## config.mk

```make
export PLATFORM = sky130hd
export DESIGN_NAME = imem_loader
export DESIGN_NICKNAME = d
export VERILOG_FILES = /design/src/rtl/imem_loader_pkg.sv /design/src/rtl/imem_checksum.sv /design/src/rtl/imem_loader.sv
export SDC_FILE = /design/constraint.sdc
export NUM_CORES = 1
export LEC_CHECK = 0
export CORE_ASPECT_RATIO = 0.7
export CORE_UTILIZATION = 46
export CTS_BUF_LIST = sky130_fd_sc_hd__clkbuf_16
export CTS_CLUSTER_SIZE = 40
export DETAILED_ROUTE_END_ITERATION = 10
export GPL_ROUTABILITY_DRIVEN = 0
export PLACE_DENSITY = 0.86
export RECOVER_POWER = 50
export SETUP_SLACK_MARGIN = 0.4
export SLEW_MARGIN = 20
export SYNTH_ARGS = -nofsm -noshare
export SYNTH_HDL_FRONTEND = slang
export SYNTH_SLANG_ARGS = --single-unit
```

## constraint.sdc

```tcl
create_clock -name clk_i -period 2.3 [get_ports clk_i]
set_input_delay 0.23 -clock clk_i [delete_from_list [all_inputs] [get_ports clk_i]]
set_output_delay 0.23 -clock clk_i [all_outputs]
set_load 0.01 [all_outputs]
```

## src/rtl/imem_loader_pkg.sv

```systemverilog
// Shared types and defaults for the instruction-memory loader.
// Used by imem_loader and imem_checksum.
package imem_loader_pkg;

  localparam int unsigned DEPTH_DEF = 256;
  localparam int unsigned WORD_W    = 32;

  typedef enum logic [1:0] {
    IDLE,
    LOAD,
    DONE
  } state_e;

endpackage

```

## src/rtl/imem_checksum.sv

```systemverilog
// Running mod-2^32 sum of the words written during one load.
// Only instantiated when IMEM_LOADER_CHECKSUM_EN is defined.
module imem_checksum
  import imem_loader_pkg::*;
(
  input  logic              clk_i,
  input  logic              rst_i,
  input  logic              clr_i,
  input  logic              add_i,
  input  logic [WORD_W-1:0] data_i,
  output logic [WORD_W-1:0] sum_o
);

  logic [WORD_W-1:0] sum_q;
  logic [WORD_W-1:0] sum_d;

  always_comb begin
    sum_d = sum_q;
    if (clr_i) begin
      sum_d = '0;
    end else if (add_i) begin
      sum_d = sum_q + data_i;
    end
  end

  always_ff @(posedge clk_i or posedge rst_i) begin
    if (rst_i) begin
      sum_q <= '0;
    end else begin
      sum_q <= sum_d;
    end
  end

  assign sum_o = sum_q;

endmodule

```

## src/rtl/imem_loader.sv

```systemverilog
// Streams host words into the instruction memory and holds the CPU in reset.
// Optional feature macro: IMEM_LOADER_CHECKSUM_EN adds checksum_o.
module imem_loader
  import imem_loader_pkg::*;
#(
  parameter  int unsigned DEPTH  = DEPTH_DEF,
  localparam int unsigned ADDR_W = $clog2(DEPTH)
) (
  input  logic              clk_i,
  input  logic              rst_i,
  input  logic              start_i,
  input  logic [ADDR_W:0]   len_i,
  input  logic [WORD_W-1:0] wdata_i,
  input  logic              wvalid_i,
  output logic              wready_o,
  output logic              mem_we_o,
  output logic [ADDR_W-1:0] mem_addr_o,
  output logic [WORD_W-1:0] mem_data_o,
  output logic              cpu_rst_n_o,
  output logic              busy_o,
  output logic              done_o
`ifdef IMEM_LOADER_CHECKSUM_EN
  ,
  output logic [WORD_W-1:0] checksum_o
`endif
);

  localparam logic [ADDR_W:0] DEPTH_L =
    (ADDR_W+1)'(DEPTH);

  state_e              state_q, state_d;
  logic [ADDR_W:0]     cnt_q, cnt_d;
  logic [ADDR_W:0]     len_q, len_d;
  logic [ADDR_W:0]     len_clamp;
  logic                we_q, we_d;
  logic [ADDR_W-1:0]   addr_q, addr_d;
  logic [WORD_W-1:0]   data_q, data_d;
  logic                run_q, run_d;
  logic                xfer;
  logic                start_ok;
  logic                last;

  assign len_clamp = (len_i > DEPTH_L) ? DEPTH_L : len_i;
  assign xfer      = (state_q == LOAD) & wvalid_i;
  assign start_ok  = start_i & (state_q != LOAD);
  assign last      = (cnt_q == len_q - 1'b1);

  always_comb begin
    state_d = state_q;
    cnt_d   = cnt_q;
    len_d   = len_q;
    we_d    = 1'b0;
    addr_d  = addr_q;
    data_d  = data_q;
    run_d   = run_q;
    unique case (1'b1)
      (state_q == LOAD): begin
        if (xfer) begin
          we_d   = 1'b1;
          addr_d = cnt_q[ADDR_W-1:0];
          data_d = wdata_i;
          cnt_d  = cnt_q + 1'b1;
          if (last) state_d = DONE;
        end
      end
      default: begin
        // release the CPU one cycle after entering DONE,
        // i.e. after the final write pulse has retired
        if (state_q == DONE) run_d = 1'b1;
        if (start_ok) begin
          len_d   = len_clamp;
          cnt_d   = '0;
          run_d   = 1'b0;
          state_d = (len_clamp == '0) ? DONE : LOAD;
        end
      end
    endcase
  end

  always_ff @(posedge clk_i or posedge rst_i) begin
    if (rst_i) begin
      state_q <= IDLE;
      cnt_q   <= '0;
      len_q   <= '0;
      we_q    <= 1'b0;
      addr_q  <= '0;
      data_q  <= '0;
      run_q   <= 1'b0;
    end else begin
      state_q <= state_d;
      cnt_q   <= cnt_d;
      len_q   <= len_d;
      we_q    <= we_d;
      addr_q  <= addr_d;
      data_q  <= data_d;
      run_q   <= run_d;
    end
  end

  assign wready_o    = (state_q == LOAD);
  assign busy_o      = (state_q == LOAD);
  assign done_o      = (state_q == DONE);
  assign mem_we_o    = we_q;
  assign mem_addr_o  = addr_q;
  assign mem_data_o  = data_q;
  assign cpu_rst_n_o = run_q;

`ifdef IMEM_LOADER_CHECKSUM_EN
  imem_checksum u_csum (
    .clk_i  (clk_i),
    .rst_i  (rst_i),
    .clr_i  (start_ok),
    .add_i  (xfer),
    .data_i (wdata_i),
    .sum_o  (checksum_o)
  );
`endif

endmodule

```

==> results.json, run 1 <==
{
  "synthDistinctLibCells": 40,
  "cts_buffers": 9,
  "dieArea_um2": 6420,
  "place_ws_ps": 435,
  "fp-row-count": 23,
  "rsz0062_at_grt": "false",
  "cp_slowest_cell": "dfrtp_1",
  "fill_cells": 459,
  "grt_start_max_net_pins": 63,
  "ant_nets": 0,
  "min_period_over_period": 0.804,
  "max-vdd-ir-drop_mv": 0.639,
  "p_leak_nw": 1.98,
  "drcViolationCount": 0,
  "finalSetupTns_ps": 0,
  "endpoint_kind": "flop",
  "routed_wl_mm": 7.00,
  "critPathMaxStageDelay_ps": 400,
  "cts-root-buf": "clkbuf_16",
  "insertion_delay_ps": 320,
  "cts_tree": "done",
  "dp.cells": 467,
  "cp-start-kind": "flop",
  "reg2reg_to": "state_q[0]$_DFFE_PP0P_",
  "first_pass_iters": 5,
  "setup_viol": 0,
  "wire_per_inst_um": 14.5,
  "grt_pass1_wl_mm": 11.3,
  "fin_hold_ws_ps": 428,
  "path_clk_slew_ps": 50,
  "r2r_setup_slack_ps": 450,
  "grt_pass1_vias": 2371,
  "max_slew.worst_pin.slew_ps": 1520,
  "period_minus_slack_ps": 1850,
  "hp-class": "primary input to flop",
  "syn_area_um2": 2810,
  "worst_slack_ps": 451,
  "start_util": 0.483,
  "core_um2": 5810,
  "ys_seq_area_frac": 0.553,
  "final-hold-violation-count": 0,
  "drv_slew": 63,
  "crit_chain": "inv_1 > ha_4 > xor2_1 > o211ai_1 > a21oi_2 > o21ai_2 > nand3_2 > mux2_4",
  "final_area_um2": 4040,
  "path_class": "flop to flop",
  "drt_iter0_markers": 154,
  "antennaDiodeCount": 0,
  "die_y_um": 67.3,
  "drive_gt1_frac": 0.0709,
  "antenna_found_initial": 0,
  "grt_overflow": 0,
  "synth_warnings": 0,
  "cp-endpoint": "state_q[0]$_DFFE_PP0P_",
  "max_freq_mhz": 541,
  "synth_edf_count": 0,
  "synth_seq_cells": 62,
  "cp_data_required_time_ps": 2510,
  "io_pins": 90,
  "violations": "max-capacitance violations, max-slew violations",
  "crit_arrival_ps": 2060,
  "p_total_mw": 5.03,
  "grtUsageTotal": 0.239,
  "finClkSkew_ps": 4.37,
  "dp_hpwl_mm": 4.59,
  "final_nets": 451,
  "synthFlopType": "dfrtp_1",
  "drv_cap": 1,
  "synthesis.nets": 361,
  "synthArstFlopShare": 1.00,
  "io_buffers": 89,
  "crit_start": "len_q[0]$_DFFE_PP0P_",
  "clock-sinks": 62,
  "outcome": "finished with violations",
  "die_x_um": 95.3,
  "crit_path_max_fanout": 5,
  "powerDensity_nw_per_um2": 1250,
  "cts_max_level": 3,
  "r2r-start": "len_q[0]$_DFFE_PP0P_",
  "routed-via-count": 2449,
  "max_slew_margin": -0.0127,
  "place_area_um2": 3770,
  "vias_per_cell": 5.06,
  "reg2reg_depth": 8,
  "syn_inst": 314,
  "layout.cells.non_filler": 484,
  "final_util": 0.695,
  "avgSynthCellArea_um2": 8.93,
  "syn2layout_area_growth_pct": 43.9,
  "clockBufferDepth": 2
}
==> per-layer routing <==
layer	share of wire	track usage	vias to the layer above	wire [µm]
met5	0	0	-	0
met2	0.47	0.368	105	3320
met3	0.094	0.127	6	656
met1	0.43	0.297	1146	2990
li1	-	-	1192	-
met4	0.0041	0.0587	0	29
==> state kept, by name (all words and copies together), names as in the netlist <==
signal,flops
mem_we_o,1
mem_addr_o,8
len_q,9
mem_data_o,32
state_q,2
cnt_q,9
cpu_rst_n_o,1
==> cells in the final DEF, fill, tap and decap left out, types with 8 or more instances in the layout <==
cell type / instances
nand2_1: 144
clkbuf_16: 9
nand3b_1: 9
nor2_1: 12
xor2_1: 8
dlygate4sd3_1: 18
clkdlybuf4s50_1: 71
dfrtp_1: 62
==> layout make-up <==
cell class,instances,area (µm²),share of cell area
Sequential cell,62,1550,0.384
Tap cell,75,93.8,0.0232
Clock buffer,9,225,0.0558
Multi-Input combinational cell,231,1180,0.292
Inverter,5,18.8,0.00465
Clock inverter,7,41.3,0.0102
Timing Repair Buffer,95,930,0.230
==> cell families (layout without fill, tap and decap cells) <==
| logic type | after synthesis | after routing | synth area share |
|---|---|---|---|
| multiplexers | 2 | 2 | 0.00892 |
| AO/OA/AOI/OAI | 21 | 21 | 0.0477 |
| buffers and inverters | 21 | 116 | 0.0326 |
| adder cells (fa/ha/maj) | 2 | 2 | 0.00892 |
| AND/OR/NAND/NOR | 194 | 194 | 0.305 |
| XOR/XNOR | 12 | 12 | 0.0442 |
| flip-flops | 62 | 62 | 0.553 |
==> cell usage after synthesis (2+ instances only) <==
cell type / instances / area share
o21ai_1: 5 / 0.0089
clkbuf_1: 7 / 0.0094
a22o_1: 2 / 0.0062
ha_1: 2 / 0.0089
nand4_1: 4 / 0.0089
nand3_1: 5 / 0.0089
nand3b_1: 9 / 0.024
xnor2_1: 3 / 0.0094
inv_1: 4 / 0.0054
buf_2: 7 / 0.012
o211ai_1: 2 / 0.0054
and3b_1: 3 / 0.0094
dfrtp_1: 62 / 0.55
xor2_1: 8 / 0.025
nor2_1: 12 / 0.016
a31oi_1: 5 / 0.011
and3_1: 2 / 0.0045
nor2b_1: 3 / 0.0067
o21ai_0: 3 / 0.0054
nor3_1: 3 / 0.0054
nand2_1: 144 / 0.19
==> power by group <==
group          internal (mW)  switching (mW)
Sequential              1.49           0.306
Combinational           1.02            1.03
Clock                  0.717           0.474
==> worst max-delay path: cells and delay by family, from the launching register on <==
kind            cells  cell delay, ps
compound gates      3             490
xor+xnor            1             140
fa+ha+maj           1             190
buf+inv             1             100
flops               1             400
mux                 1             300
simple gates        1             100
==> what timing repair did <==
action	4_1_cts	5_1_grt
hold buffers	0	0
gates resized for setup	0	3
buffers inserted	0	1
setup endpoints to repair	0	1
==> how the worst min path moves through the flow <==
stage | slack (ps) | cells after the start | to | startpoint
finish | 430 | 3 | mem_data_o[3]$_DFFE_PP0P_ | wdata_i[3]
global route | 430 | 3 | mem_data_o[26]$_DFFE_PP0P_ | wdata_i[26]
CTS | 300 | 3 | mem_data_o[3]$_DFFE_PP0P_ | rst_i
detailed placement | 460 | 2 | mem_data_o[27]$_DFFE_PP0P_ | mem_data_o[27]$_DFFE_PP0P_
global placement | 460 | 2 | mem_data_o[27]$_DFFE_PP0P_ | mem_data_o[27]$_DFFE_PP0P_
floorplan | 340 | 2 | len_q[8]$_DFFE_PP0P_ | len_i[8]
Power figures use the tool's default switching activity.
==> run 2: changes to the inputs <==
clock period = 1.8 ns   (was 2.3 ns; I/O delays follow)
==> run 2 against run 1 <==
Against the previous run: the flow now finishes without violations; first-iteration DRC count down 3.2%; combinational power up 72%; critical path depth down 2; design area rose by 15%; cell count grew 6.2%; sequential share of layout area decreased by 5.0 points; clock-buffer cell count unchanged; register-to-register slack worse by 410 ps; sequential power rose by 31%; global-route usage increased by 0.066 points; clock power increased by 55%; highest routed layer unchanged.
==> results.json, run 2 (same netlist as run 1, synthesis figures left out) <==
{
  "outcome": "finished, final reports clean",
  "cts-root-buf": "clkbuf_16",
  "crit_chain": "xnor2_2 > nor4b_2 > a31oi_1 > nand3_1 > nand3_2 > mux2_4",
  "worst_slack_ps": 41.7,
  "routed-via-count": 2655,
  "grt_start_max_net_pins": 63,
  "start_util": 0.483,
  "combPwrFrac": 0.454,
  "critPathBufInv": 0,
  "max_slew.worst_pin.slew_ps": 844,
  "setup_viol": 0,
  "drt_iter0_markers": 149,
  "ant_nets": 0,
  "cts_max_level": 3,
  "fill_cells": 354,
  "p_leak_nw": 2.27,
  "die_y_um": 67.3,
  "endpoint_kind": "flop",
  "final-hold-violation-count": 0,
  "period_minus_slack_ps": 1760,
  "mostFrequentLayoutCells": "123 x nand2_1, 58 x dfrtp_1, 43 x clkdlybuf4s50_1",
  "grt_pass1_vias": 2349,
  "path_class": "flop to flop",
  "wl_met1_mm": 3.61,
  "switching_share": 0.361,
  "clockBufferDepth": 2,
  "hp-class": "primary input to flop",
  "final_area_um2": 4650,
  "seq_power_share": 0.306,
  "cp_slowest_cell": "dfrtp_1",
  "routed_wl_mm": 8.61,
  "finalSetupTns_ps": 0,
  "cts_buffers": 9,
  "fp-row-count": 23,
  "cpLargestDelayFamily": "simple AND/OR/NAND/NOR gates",
  "min_period_over_period": 0.977,
  "first_pass_iters": 4,
  "route.met3.wl_um": 707,
  "drv_cap": 0,
  "max-vdd-ir-drop_mv": 1.11,
  "power_switching_mw": 2.79,
  "powerDensity_nw_per_um2": 1660,
  "io_pins": 90,
  "rsz0062_at_grt": "true",
  "vias_per_cell": 5.17,
  "critPathMaxStageDelay_ps": 450,
  "finClkSkew_ps": 6.37,
  "highest_layer": "met4",
  "crit_path_max_fanout": 4,
  "max_slew_margin": 0.437,
  "die_x_um": 95.3,
  "core_um2": 5810,
  "pwr-share-clk": 0.240,
  "wl_met2_mm": 4.13,
  "grt_pass1_wl_mm": 11.3,
  "drive_gt1_frac": 0.248,
  "cts_tree": "done",
  "crit_arrival_ps": 1980,
  "io_buffers": 89,
  "path_clk_slew_ps": 60,
  "antennaDiodeCount": 0,
  "place_area_um2": 3820,
  "place_ws_ps": 69.1,
  "max_freq_mhz": 569,
  "grtUsageTotal": 0.240,
  "drcViolationCount": 0,
  "grt_overflow": 0,
  "dieArea_um2": 6420,
  "dp_hpwl_mm": 4.67,
  "drv_slew": 0,
  "fin_hold_ws_ps": 375,
  "final_nets": 481,
  "cp-start-kind": "flop",
  "clock-sinks": 62,
  "p_int_mw": 4.93,
  "antenna_found_initial": 0,
  "final_common_cell": "nand2_1",
  "wire_per_inst_um": 16.7,
  "syn2layout_area_growth_pct": 65.9,
  "cp_data_required_time_ps": 2020,
  "insertion_delay_ps": 330,
  "largest_reg_flops": 32,
  "ctsHoldBuffers": 0
}
run 2: cell count changes in the layout (fill, tap and decap cells not counted), sizes merged:
cell / change
buf: +33
bufinv: +2
clkbuf: +1
clkdlybuf4s25: +20
clkdlybuf4s50: -28
clkinv: -3
dlygate4sd2: +21
dlygate4sd3: -17
inv: +1
run 2: repair_timing:
item | CTS | global route
cloned | 1 | 3
pin swaps | 1 | 26
setup buffers | 7 | 15
endpoints found under the setup margin | 74 | 79
gates resized for setup | 51 | 88
run 2: path summary, 6_finish.rpt:
check                                            from                          to  slack [ps]  cells after the start
max in group asynchronous                       rst_i        len_q[3]$_DFFE_PP0P_         560                      3
max reg2reg                      cnt_q[7]$_DFFE_PP0P_      state_q[0]$_DFFE_PP0P_          40                      6
min in group asynchronous                       rst_i  mem_data_o[18]$_DFFE_PP0P_         620                      3
max                              cnt_q[7]$_DFFE_PP0P_      state_q[0]$_DFFE_PP0P_          40                      6
min reg2reg                mem_data_o[16]$_DFFE_PP0P_  mem_data_o[16]$_DFFE_PP0P_         470                      2
min                                       wdata_i[27]  mem_data_o[27]$_DFFE_PP0P_         370                      3
run 2: routing by layer:
layer | track usage | vias up
li1 | - | 1253
met1 | 0.319 | 1267
met2 | 0.372 | 122
met3 | 0.0901 | 13
met4 | 0.0587 | 0
met5 | 0 | -
run 2: power by group through the flow:
stage	Sequential [mW]	Combinational, mW	Clock, mW
floorplan	2.42	1.27	0
CTS	2.27	2.89	1.87
global route	2.42	3.80	1.93
global placement	2.26	2.63	0
detailed placement	2.29	2.72	0
finish	2.36	3.51	1.85
run 2: through the flow:
step           power (mW)   util  cells
2_1_floorplan        3.69      -    314
3_5_place_dp         5.01  0.658    472
6_report             7.72  0.800    514
3_3_place_gp         4.89  0.658    472
4_1_cts              7.03  0.734    496
5_1_grt              8.15  0.800    514
run 2: final cells by class:
type,instances,area [µm²],area share
multi-input cells,231,1370,0.294
clock inverters,7,97.6,0.0210
inverters,5,30.0,0.00645
repair buffers,125,1280,0.275
flip-flops and latches,62,1560,0.334
clock buffers,9,225,0.0484
well taps,75,93.8,0.0202
run 2: worst min-delay path, cell delays in order:
cell and delay, ps:
clkdlybuf4s50_1 390, nand2_1 50, nand2_1 40
